`src/rtl/key_pkg.sv`:
```
// key_pkg: shared types and constants for the keyboard debounce stage.
package key_pkg;
  typedef enum logic [1:0] {LOW, WAIT_HI, HIGH, WAIT_LO} db_state_t;
  localparam int NUM_KEYS = 8;
  localparam int NOTE_W = 3;
  localparam int DEFAULT_DEBOUNCE = 2_000_000;
  // Lowest set bit wins when several keys are accepted in the same cycle.
  function automatic logic [NOTE_W-1:0] lowest_idx(input logic [NUM_KEYS-1:0] v);
    logic [NOTE_W-1:0] r;
    r = '0;
    for (int i = NUM_KEYS - 1; i >= 0; i--) if (v[i]) r = NOTE_W'(i);
    return r;
  endfunction
endpackage

```
`src/rtl/key_debounce_cell.sv`:
```
// key_debounce_cell: one key's two-flop synchroniser, debounce FSM and counter.
module key_debounce_cell
  import key_pkg::*;
#(
  parameter int DEBOUNCE_CYCLES = DEFAULT_DEBOUNCE,
  parameter int CNT_W = $clog2(DEBOUNCE_CYCLES)
) (
  input  logic sys_clk,
  input  logic sys_rst,
  input  logic key_raw,
  output logic level,
  output logic rise,
  output logic fall,
  output logic rise_nxt
);
  logic [1:0] r_sync;
  db_state_t r_state, w_state_nxt;
  logic [CNT_W-1:0] r_cnt, w_cnt_nxt;
  logic w_s, w_done, w_level_nxt, w_fall_nxt;
  assign w_s = r_sync[1];
  assign w_done = r_cnt == CNT_W'(DEBOUNCE_CYCLES - 2);
  always_ff @(posedge sys_clk or posedge sys_rst) begin
    if (sys_rst) begin
      r_sync  <= '0;
      r_state <= LOW;
      r_cnt   <= '0;
      level   <= 1'b0;
      rise    <= 1'b0;
      fall    <= 1'b0;
    end else begin
      r_sync  <= {r_sync[0], key_raw};
      r_state <= w_state_nxt;
      r_cnt   <= w_cnt_nxt;
      level   <= w_level_nxt;
      rise    <= rise_nxt;
      fall    <= w_fall_nxt;
    end
  end
  always_comb begin
    w_state_nxt = r_state;
    w_cnt_nxt = r_cnt;
    case (r_state)
      LOW:     if (w_s) begin w_state_nxt = WAIT_HI; w_cnt_nxt = '0; end
      HIGH:    if (!w_s) begin w_state_nxt = WAIT_LO; w_cnt_nxt = '0; end
      WAIT_HI: if (!w_s) begin w_state_nxt = LOW; w_cnt_nxt = '0; end
               else if (w_done) w_state_nxt = HIGH;
               else w_cnt_nxt = r_cnt + 1'b1;
      WAIT_LO: if (w_s) begin w_state_nxt = HIGH; w_cnt_nxt = '0; end
               else if (w_done) w_state_nxt = LOW;
               else w_cnt_nxt = r_cnt + 1'b1;
    endcase
  end
  always_comb begin
    w_level_nxt = (w_state_nxt == HIGH) || (w_state_nxt == WAIT_LO);
    rise_nxt = (r_state == WAIT_HI) && w_s && w_done;
    w_fall_nxt = (r_state == WAIT_LO) && !w_s && w_done;
  end
endmodule

```
`src/rtl/key_debounce.sv`:
```
// key_debounce: eight debounced keys with press/release strobes and last-pressed note index.
module key_debounce
  import key_pkg::*;
#(
  parameter int DEBOUNCE_CYCLES = DEFAULT_DEBOUNCE,
  parameter int CNT_W = $clog2(DEBOUNCE_CYCLES)
) (
  input  logic                sys_clk,
  input  logic                sys_rst,
  input  logic [NUM_KEYS-1:0] key_raw,
  output logic [NUM_KEYS-1:0] key,
  output logic [NUM_KEYS-1:0] press_pulse,
  output logic [NUM_KEYS-1:0] release_pulse,
  output logic                note_valid,
  output logic [NOTE_W-1:0]   note_idx
);
  logic [NUM_KEYS-1:0] w_rise_nxt;
  for (genvar k = 0; k < NUM_KEYS; k++) begin : g_cell
    key_debounce_cell #(.DEBOUNCE_CYCLES(DEBOUNCE_CYCLES), .CNT_W(CNT_W)) u_cell (
      .sys_clk (sys_clk),
      .sys_rst (sys_rst),
      .key_raw (key_raw[k]),
      .level   (key[k]),
      .rise    (press_pulse[k]),
      .fall    (release_pulse[k]),
      .rise_nxt(w_rise_nxt[k])
    );
  end
  // Fed from the cells' next-cycle rise so the index lands with the press strobe.
  always_ff @(posedge sys_clk or posedge sys_rst) begin
    if (sys_rst) begin
      note_valid <= 1'b0;
      note_idx   <= '0;
    end else begin
      note_valid <= |w_rise_nxt;
      note_idx   <= |w_rise_nxt ? lowest_idx(w_rise_nxt) : note_idx;
    end
  end
endmodule
```
`config.mk`:
```
export PLATFORM = sky130hd
export DESIGN_NAME = key_debounce
export DESIGN_NICKNAME = d
export VERILOG_FILES = /design/src/rtl/key_pkg.sv /design/src/rtl/key_debounce_cell.sv /design/src/rtl/key_debounce.sv
export SDC_FILE = /design/constraint.sdc
export NUM_CORES = 1
export LEC_CHECK = 0
export CORE_MARGIN = 8
export CORE_UTILIZATION = 35
export DETAILED_ROUTE_END_ITERATION = 6
export PLACE_DENSITY = 0.52
export REMOVE_ABC_BUFFERS = 1
export SKIP_CTS_REPAIR_TIMING = 1
export SYNTH_ARGS = -nofsm -noshare
export SYNTH_HDL_FRONTEND = slang
export SYNTH_SLANG_ARGS = --single-unit
```
`constraint.sdc`:
```
create_clock -name sys_clk -period 8.9 [get_ports sys_clk]
set_input_delay 2.225 -clock sys_clk [delete_from_list [all_inputs] [get_ports sys_clk]]
set_output_delay 2.225 -clock sys_clk [all_outputs]
set_load 0.01 [all_outputs]
```
# Word level (Yosys, flattened, before mapping)
# Index checks and enable logic that the tools add are counted.
# op_classes
addsub	8
eq_ne	64
mux	112
reduce_logical	65
# ops
cell	n
$mux W21	40
$pmux W21 S4	8
$add A21 B1 Y21 const B	8
$eq A21 B21 Y1 const B	8
$mux W2	48
$eq A2 B2 Y1 const B	32
$pmux W2 S4	8
$logic_and A1 B1 Y1	32
$mux W3	8
$eq A2 B1 Y1 const B	8
$logic_not A2 Y1	8
$ne A2 B1 Y1 const B	8
$ne A2 B2 Y1 const B	8
$reduce_and A2 Y1	8
$logic_not A1 Y1	8
$logic_or A1 B1 Y1	8
$reduce_or A8 Y1	1
# totals
reg_bits	228
input_bits	10
out_inout_bits	28
wordCells	299

# Logic depth before layout (Yosys ltp)
# Gate-level depths: netlist of the first run.
# depth
ltp_word	11
ltp_mapped	9

# Hierarchy
# Synthesis of the first run repeated with hierarchy kept, for this count alone.
# hier_totals
hier_cells	1254
hier_area_um2	11649.9
# by_module_without_submodules
mod	instances	cells_per_inst	area_each_um2	seq_area_each_um2
key_debounce_cell at g_cell[0].u_cell ...	7	155	1428.9	700.7
key_debounce_cell at g_cell[7].u_cell	1	148	1433.9	700.7
key_debounce	1	21	214.0	100.1

# Least setup slack after synthesis of the first run
# OpenSTA, ideal clock, no wires.
# synth_path
path_type	register -> output
from	register g_cell[0].u_cell.level
to	output key[0]
t_arrival_ns	0.467
setup_slack_ns	6.208
stages_incl_launch_ff	2
cell_sequence	dfrtp_1 > buf_4
# synth_rtl
item	line	text
from (decl)	key_debounce_cell.sv:11	output logic level,
from (signal assigned)	key_debounce_cell.sv:34	level <= w_level_nxt;
to (decl)	key_debounce.sv:11	output logic [NUM_KEYS-1:0] key,
# No word-level cell between the ends.

# Final worst setup path of the first run
# layout_path
from	register note_idx[0]
to	output note_idx[0]
# layout_rtl
item	line	text
from (decl)	key_debounce.sv:15	output logic [NOTE_W-1:0] note_idx
from (signal assigned)	key_debounce.sv:36	note_idx <= |w_rise_nxt ? lowest_idx(w_rise_nxt) : note_idx;
# No word-level cell between the ends.

==> results of run 1 <==
==> path summary, 6_finish.rpt <==
check	from	end	slack, ns	cells after the start
worst max-delay path	note_idx[0]	note_idx[0]	5.23	1
worst max register to register	g_cell[6].u_cell.r_cnt[0]	note_idx[0]	6.21	8
worst min-delay path	g_cell[1].u_cell.r_sync[0]	g_cell[1].u_cell.r_sync[1]	0.35	0
worst min register to register	g_cell[1].u_cell.r_sync[0]	g_cell[1].u_cell.r_sync[1]	0.35	0
min in group asynchronous	sys_rst	g_cell[1].u_cell.rise	2.24	2
max in group asynchronous	sys_rst	g_cell[6].u_cell.level	5.30	3
==> cell usage in the layout (no fill, tap or decap), types with 8 or more instances in the layout <==
cell / n
nor3_1: 40
nand2_1: 119
clkbuf_16: 29
and3_1: 19
xnor2_1: 72
nor4_1: 20
ha_1: 16
mux2_2: 12
nor2_1: 163
nand4_1: 37
or3_1: 25
nor3b_1: 8
clkdlybuf4s50_1: 37
nand2b_1: 9
dfrtp_1: 228
a21oi_1: 37
nand3_1: 51
and2_1: 9
xor2_1: 64
inv_1: 32
o22ai_1: 20
o21ai_0: 51
and4_1: 21
clkbuf_8: 8
==> layer usage <==
metal | GRT usage [%] | part of all wire (%) | vias up | wire (µm)
met5 | 0 | 0 | - | 0
met2 | 20.34 | 44 | 95 | 10830
met4 | 3.208 | 1.9 | 0 | 464
met3 | 2.198 | 3.7 | 33 | 903
li1 | - | - | 4245 | -
met1 | 18.02 | 51 | 4075 | 12450
==> registers in the layout (all words and copies together) (netlist names) <==
register	cells
g_cell.u_cell.r_state	16
g_cell.u_cell.level	8
g_cell.u_cell.fall	8
g_cell.u_cell.r_sync	16
note_valid	1
note_idx	3
g_cell.u_cell.r_cnt	168
g_cell.u_cell.rise	8
==> per-stage QoR <==
step	cell area [µm²]	setup slack [ns]
6_report	13300	5.228
5_1_grt	13300	4.998
4_1_cts	13300	5.197
3_5_place_dp	12280	4.628
3_3_place_gp	12280	4.620
2_1_floorplan	11290	0.4271
==> cell families after synthesis <==
family | share of synthesized area (%)
DFF | 49.40
muxes | 1.257
xor gates and xnor gates | 10.53
adders and majority gates | 1.733
buffers and inverters | 3.294
and+or+nand+nor | 25.96
AOI/OAI and AO/OA | 7.822
==> where the power goes <==
part | switching [mW] | total, mW | internal, mW
combinational | 0.0609 | 0.0852 | 0.0243
clock | 0.449 | 1.23 | 0.776
sequential | 0.0178 | 1.07 | 1.05
==> synthesized netlist by cell type, types with 7 or more instances <==
master    count
o22ai_1      20
a21oi_1      37
mux2_2       12
or3_1        25
nand3_1      51
nor4_1       20
ha_1         16
or4_1         7
xnor2_1      73
and4_1       21
nand4_1      37
nor3_1       40
nor4b_1       7
buf_4        24
and3_1       19
nor2_1      163
inv_1        33
nand2b_1      9
dfrtp_1     228
xor2_1       64
nand2_1     119
nor2b_1       7
nor3b_1       8
and2_1        9
o21ai_0      51
clkbuf_1     19
==> area by class of cell <==
cell class	count	area, µm²	area share [%]
flip-flops and latches	228	5705	42.89
multi-input cells	889	5470	41.12
clock buffers	40	847.1	6.367
well taps	442	553.0	4.157
repair buffers	44	422.9	3.179
clock inverters	12	173.9	1.307
inverters	33	131.4	0.9875
==> impl_metrics.toml, run 1 <==
[status]
status = "finished, final reports clean"

[global_route]
antenna_found_initial = 0
grt_max_degree = 110
grt_pass1_wl_um = 42860
first_global_vias = 8548
gr-total-overflow = 0
gr-usage-all-layers_pct = 12.85

[setup_path]
cp.arrival_ns = 1.45
crit_path_cell_trace = "clkdlybuf4s50_1"
cp_slowest_stage_delay_ns = 0.57
path_max_fanout = 2
end_kind = "output pin"
critPathKind = "flop to output pin"
worstPathRequired_ns = 6.68
cp_slowest_cell = "clkdlybuf4s50_1"
start_kind = "flop"
critPathTopFamily = "buffers and inverters"
worst-path-buf-inv = 1

[power]
leakage_nw = 5.244
p_total_mw = 2.378
powerDensity_mw_per_mm2 = 178.7
ir_worst_vdd_v = 0.0001442

[placement]
place_inst = 1636
gp_congestion = 0.8114
placement.io_buffers = 37
hpwlAfterDp_um = 16850

[timing]
slew_headroom_pct = 35.42
hold_ws_ns = 0.3465
final_max_slew_viol_count = 0
rsz0062_at_grt = "false"
post-route-period-util_pct = 41.26
setup_viol = 0
fin_crit_ns = 3.672
hold_viol_final = 0
max_freq_ghz = 0.2723
fin_setup_tns_ns = 0
tightest_slew_ns = 0.9613
fin_worst_skew_ns = 0.009280

[synthesis]
synth_edf_count = 0
seq_area_frac_synth_pct = 49.40
synth_cell_type_count = 65
synth_area_per_cell_um2 = 9.672
syn_inst = 1194
ys_seq_elements = 228
synth_area_mm2 = 0.01155
netlist_top_cells_area = "dfrtp_1 49%, xnor2_1 5.5%, nor2_1 5.3%"
yosys.area.top_type_share_pct = 49.40
synth_area_leader_cell = "dfrtp_1"
synthArstFlopShare_pct = 100.0
synthFlopType = "dfrtp_1"
synth-warning-count = 0

[floorplanning]
die_w_um = 197.6
io-pin-count = 38
core_mm2 = 0.03254
floorplan.initialDensity_pct = 35.49
num_rows = 66
die_h_um = 197.6
die-area_mm2 = 0.03906

[cts]
clock-sinks = 228
h-tree-depth = 1
cts_buffer_depth = 3
worst_skew_pair.late_latency_ns = 0.53
cts_buffers = 28
cts_tree = "yes"
path_clk_slew_ns = 0.05
cts-root-buf = "clkbuf_16"

[cells_and_area]
final_util_pct = 40.89
fill_cells = 3235
antennaDiodeCount = 0
final_nets = 1250
drive_above_1_share_pct = 7.624
final_cells = 1688
area_growth_pct = 15.20

[detailed_routing]
via_count = 8448
routed_via_density = 5.005
wl_per_cell_um = 14.60
drt_pass1_iterations = 4
drc = 0
wirelength_um = 24650
drtIter0Drc = 446
postRouteAntennaNets = 0

[flow_run]
drv_cap = 0

[hold_path]
holdCritPathClass = "flop to flop"
Power figures use the tool's default switching activity.
==> run 2, diff against run 1 <==
==> constraint.sdc (replaced) <==
create_clock -name sys_clk -period 3.15 [get_ports sys_clk]
set_input_delay 0.7875 -clock sys_clk [delete_from_list [all_inputs] [get_ports sys_clk]]
set_output_delay 0.7875 -clock sys_clk [all_outputs]
set_load 0.01 [all_outputs]
==> impl_metrics.toml, run 2 (synthesis gave the netlist of run 1 again) <==
[placement]
placement.io_buffers = 37
pre_cts_ws_ns = 0.7143
gp_congestion = 0.8035
hpwlAfterDp_um = 17340
place_inst = 1647

[setup_path]
reg2regPathDepth = 8
path_max_fanout = 7
r2r_start = "g_cell[7].u_cell.r_cnt[0]"
critPathKind = "flop to flop"
reg2reg_slack_ns = 0.68
worstPathRequired_ns = 3.63
start_kind = "flop"
cp.arrival_ns = 2.94
r2r_end = "note_idx[0]"
end_kind = "flop"

[timing]
slew_headroom_pct = 40.46
hold_viol_final = 0
setup_viol = 0
fin_ws_ns = 0.6813
tightest_slew_ns = 0.8898
fin_worst_skew_ns = 0.01556
final_max_slew_viol_count = 0
post-route-period-util_pct = 78.37
max_freq_ghz = 0.4051
fin_crit_ns = 2.469
rsz0062_at_grt = "false"
hold_ws_ns = 0.3466

[cells_and_area]
antennaDiodeCount = 0
final_cell_mix = "228 x dfrtp_1, 163 x nor2_1, 119 x nand2_1"
final_cells = 1699
final_common_cell = "dfrtp_1"
top_register = "g_cell.u_cell.r_cnt"
fill_cells = 3241
largest_reg_flops = 168
area_growth_pct = 15.96
drive_above_1_share_pct = 8.274
final_nets = 1261
reg_top3 = "g_cell.u_cell.r_cnt x168, g_cell.u_cell.r_state x16, g_cell.u_cell.r_sync x16"

[floorplanning]
floorplan.initialDensity_pct = 35.49
die_h_um = 197.6
num_rows = 66
die_w_um = 197.6
core_mm2 = 0.03254
io-pin-count = 38
die-area_mm2 = 0.03906

[hold_path]
hold_end = "g_cell[5].u_cell.r_sync[1]"
holdCritPathClass = "flop to flop"
min_from = "g_cell[5].u_cell.r_sync[0]"
whs_path_depth = 0

[cts]
clock-sinks = 228
cts-root-buf = "clkbuf_16"
worst_skew_pair.late_latency_ns = 0.55
path_clk_slew_ns = 0.06
cts_buffer_depth = 3
cts_tree = "yes"
cts_buffers = 28
h-tree-depth = 1

[global_route]
gr-usage-all-layers_pct = 13.03
gr-total-overflow = 0
first_global_vias = 8525
grt_max_degree = 61
grt_pass1_wl_um = 43190
antenna_found_initial = 0

[detailed_routing]
via_count = 8515
postRouteAntennaNets = 0
wirelength_um = 25120
wl_per_cell_um = 14.78
drt_pass1_iterations = 5
drc = 0
drtIter0Drc = 444
routed_via_density = 5.012

[flow_run]
drv_cap = 0

[power]
leakage_nw = 5.313
powerDensity_mw_per_mm2 = 498.6
ir_worst_vdd_v = 0.0004172

[status]
status = "finished, final reports clean"
-- run 2: cell types whose count changed in the layout (fill, tap and decap cells not counted), sizes merged --
cell,delta
clkbuf,-3
clkinv,+7
bufinv,+1
clkinvlp,-4
inv,-1
buf,+11
-- run 2: critical path, stage by stage, from the launching register on --
cell and delay [ns]:
dfrtp_1 0.41, inv_1 0.10, ha_1 0.14, nor4b_1 0.31, nand4_1 0.21, or2_2 0.41, o32ai_1 0.48, a211oi_1 0.18
o21ai_2 0.15
-- run 2: cell type report --
cell class	count	area (µm²)	area share (%)
Inverter	33	131.4	0.9810
Timing Repair Buffer	55	543.0	4.055
Clock buffer	37	784.5	5.858
Tap cell	442	553.0	4.130
Sequential cell	228	5705	42.60
Multi-Input combinational cell	889	5463	40.79
Clock inverter	15	211.5	1.579
-- run 2: how the worst max path moves through the flow --
stage | start | end | cells after the start
after floorplan | sys_rst | g_cell[0].u_cell.fall | 1
after global placement | g_cell[7].u_cell.r_cnt[0] | note_idx[0] | 8
after detailed placement | g_cell[5].u_cell.r_cnt[14] | note_idx[0] | 6
after CTS | g_cell[5].u_cell.r_cnt[14] | note_idx[0] | 6
after global routing | g_cell[7].u_cell.r_cnt[0] | note_idx[0] | 8
final | g_cell[7].u_cell.r_cnt[0] | note_idx[0] | 8
-- run 2: layer usage --
metal  wire length, µm  track usage, %  part of all wire [%]  vias up
li1                  -               -                     -     4274
met1             12340           18.03                    49     4109
met2             11350           20.80                    45       97
met3               884           2.436                   3.5       35
met4               541           3.180                   2.2        0
met5                 0               0                     0        -
-- run 2: per-stage QoR --
step	util, %	setup TNS [ns]	power (mW)	instance area [µm²]
2_1_floorplan	-	-885.87	3.220	11290
3_3_place_gp	38.10	0	3.329	12400
3_5_place_dp	38.10	0	3.332	12400
4_1_cts	41.16	0	6.803	13390
5_1_grt	41.16	0	6.960	13390
6_report	41.16	0	6.677	13390
-- run 2: power breakdown --
group	internal [mW]	leakage, nW	switching [mW]
clock	2.15	0.498	1.25
combinational	0.0797	1.69	0.177
sequential	2.97	3.12	0.0488
total	5.20	5.31	1.48
==> run 3, diff against run 2 <==
==> constraint.sdc (replaced) <==
create_clock -name sys_clk -period 2 [get_ports sys_clk]
set_input_delay 0.5 -clock sys_clk [delete_from_list [all_inputs] [get_ports sys_clk]]
set_output_delay 0.5 -clock sys_clk [all_outputs]
set_load 0.01 [all_outputs]
==> impl_metrics.toml, run 3 (synthesis gave the netlist of run 1 again) <==
[timing]
hold_viol_final = 0
fin_crit_ns = 2.203
setup_viol = 20
max_freq_ghz = 0.4540
fin_worst_skew_ns = 0.009458
slew_headroom_pct = 55.20
fin_ws_ns = -0.2026
tightest_slew_ns = 0.6720
post-route-period-util_pct = 110.1
fin_setup_tns_ns = -2.148
rsz0062_at_grt = "true"
final_max_slew_viol_count = 0

[setup_path]
reg2regPathDepth = 6
cp_slowest_cell = "or4_4"
r2r_end = "g_cell[0].u_cell.r_cnt[4]"
cp_slowest_stage_delay_ns = 0.58
start_kind = "flop"
r2r_start = "g_cell[0].u_cell.r_cnt[14]"
path_max_fanout = 5
crit_path_cell_trace = "or4b_4 > or4_4 > o21a_4 > nand4_1 > xor2_1 > nor2_1"
worstPathRequired_ns = 2.43
worst-path-buf-inv = 0
critPathTopFamily = "simple AND/OR/NAND/NOR gates"
critPathKind = "flop to flop"
reg2reg_slack_ns = -0.20
cp.arrival_ns = 2.63
end_kind = "flop"

[detailed_routing]
drtIter0Drc = 465
postRouteAntennaNets = 0
routed_via_density = 4.915
wl_per_cell_um = 14.39
via_count = 9299
drc = 0
wirelength_um = 27220
drt_pass1_iterations = 5

[cts]
path_clk_slew_ns = 0.06
worst_skew_pair.late_latency_ns = 0.55
cts_buffers = 28
cts_tree = "yes"
h-tree-depth = 1
clock-sinks = 228
cts_buffer_depth = 3
cts-root-buf = "clkbuf_16"

[power]
leakage_nw = 6.630
powerDensity_mw_per_mm2 = 662.6
ir_worst_vdd_v = 0.0007067

[cells_and_area]
final_cell_mix = "228 x dfrtp_1, 196 x buf_4, 157 x nor2_1"
fill_cells = 3121
area_growth_pct = 34.33
drive_above_1_share_pct = 26.69
final_cells = 1892
top_register = "g_cell.u_cell.r_cnt"
reg_top3 = "g_cell.u_cell.r_cnt x168, g_cell.u_cell.r_state x16, g_cell.u_cell.r_sync x16"
stdcell_area_mm2 = 0.01551
antennaDiodeCount = 0
final_common_cell = "dfrtp_1"
multi_input_area_mm2 = 0.006098
final_nets = 1459
seq_area_mm2 = 0.005705
largest_reg_flops = 168

[flow_run]
drv_cap = 0

[floorplanning]
die-area_mm2 = 0.03906
io-pin-count = 38
floorplan.initialDensity_pct = 35.49
num_rows = 66
core_mm2 = 0.03254
die_h_um = 197.6
die_w_um = 197.6

[global_route]
top_usage_layer = "met2"
grt_max_degree = 43
first_global_vias = 9084
gr-usage-all-layers_pct = 13.64
antenna_found_initial = 0
use_met3_pct = 2.300
gr-total-overflow = 0
grt_pass1_wl_um = 45130
grt_use_met2_pct = 22.09
met1_usage_pct = 18.93

[status]
violations = "setup timing"
status = "complete, but fails checks"

[hold_path]
holdCritPathClass = "primary input to async pin"

[placement]
placement.io_buffers = 37
place_inst = 1830
hpwlAfterDp_um = 19160
post_dp_cell_area_mm2 = 0.01378
gp_congestion = 0.8047
-- run 3: changes by cell type in the layout (fill, tap and decap cells not counted), moves of 7 or more --
cell             delta
ha_1                -8
clkdlybuf4s50_1    -10
dlymetal6s2s_1     +10
nor4_1              -9
buf_6              +16
nand2_1             -7
buf_4             +181
nor4_2              +7
clkinv_2            -7
o21ai_0             -9
-- run 3: area by class of cell --
cell class                 instances  area share (%)
multi-input combinational        889           39.31
sequential                       228           36.78
timing repair buffer             253           13.71
clock buffer                      39           4.847
tap                              442           3.565
clock inverter                     8          0.9436
inverter                          33          0.8468
-- run 3: routing by layer --
layer / up-vias / share of wire, %
met4: 0 / 2.0
met3: 36 / 3.4
met5: - / 0
met1: 4488 / 48
li1: 4666 / -
met2: 109 / 47
-- run 3: through the flow --
stage	setup WS, ns	hold WS [ns]	power (mW)	utilization [%]
floorplan	-4.748	0.3312	5.072	-
global placement	-0.3043	0.3316	5.334	42.36
detailed placement	-0.3155	0.3347	5.338	42.36
CTS	-0.3418	0.3413	10.39	45.12
global route	-0.2821	0.3479	10.71	47.68
finish	-0.2026	0.3466	10.28	47.68
-- run 3: where the power goes --
part	internal, mW	switching [mW]
logic	0.228	0.349
clock network	3.00	1.98
registers	4.67	0.0512
-- run 3: worst max-delay path by stage --
stage                                           from                   endpoint  cells past startpoint
after floorplan                              sys_rst      g_cell[0].u_cell.fall                      1
after global placement     g_cell[7].u_cell.r_cnt[0]                note_idx[0]                      8
after detailed placement  g_cell[5].u_cell.r_cnt[13]                note_idx[0]                      6
after CTS                 g_cell[5].u_cell.r_cnt[13]                note_idx[0]                      6
after global routing       g_cell[0].u_cell.r_cnt[0]  g_cell[0].u_cell.r_cnt[4]                      8
final                     g_cell[0].u_cell.r_cnt[14]  g_cell[0].u_cell.r_cnt[4]                      6
-- run 3: worst register-to-register path: stages (launching register included) --
cell and delay (ns):
dfrtp_1 0.37, or4b_4 0.55, or4_4 0.58, o21a_4 0.27, nand4_1 0.10, xor2_1 0.14, nor2_1 0.06
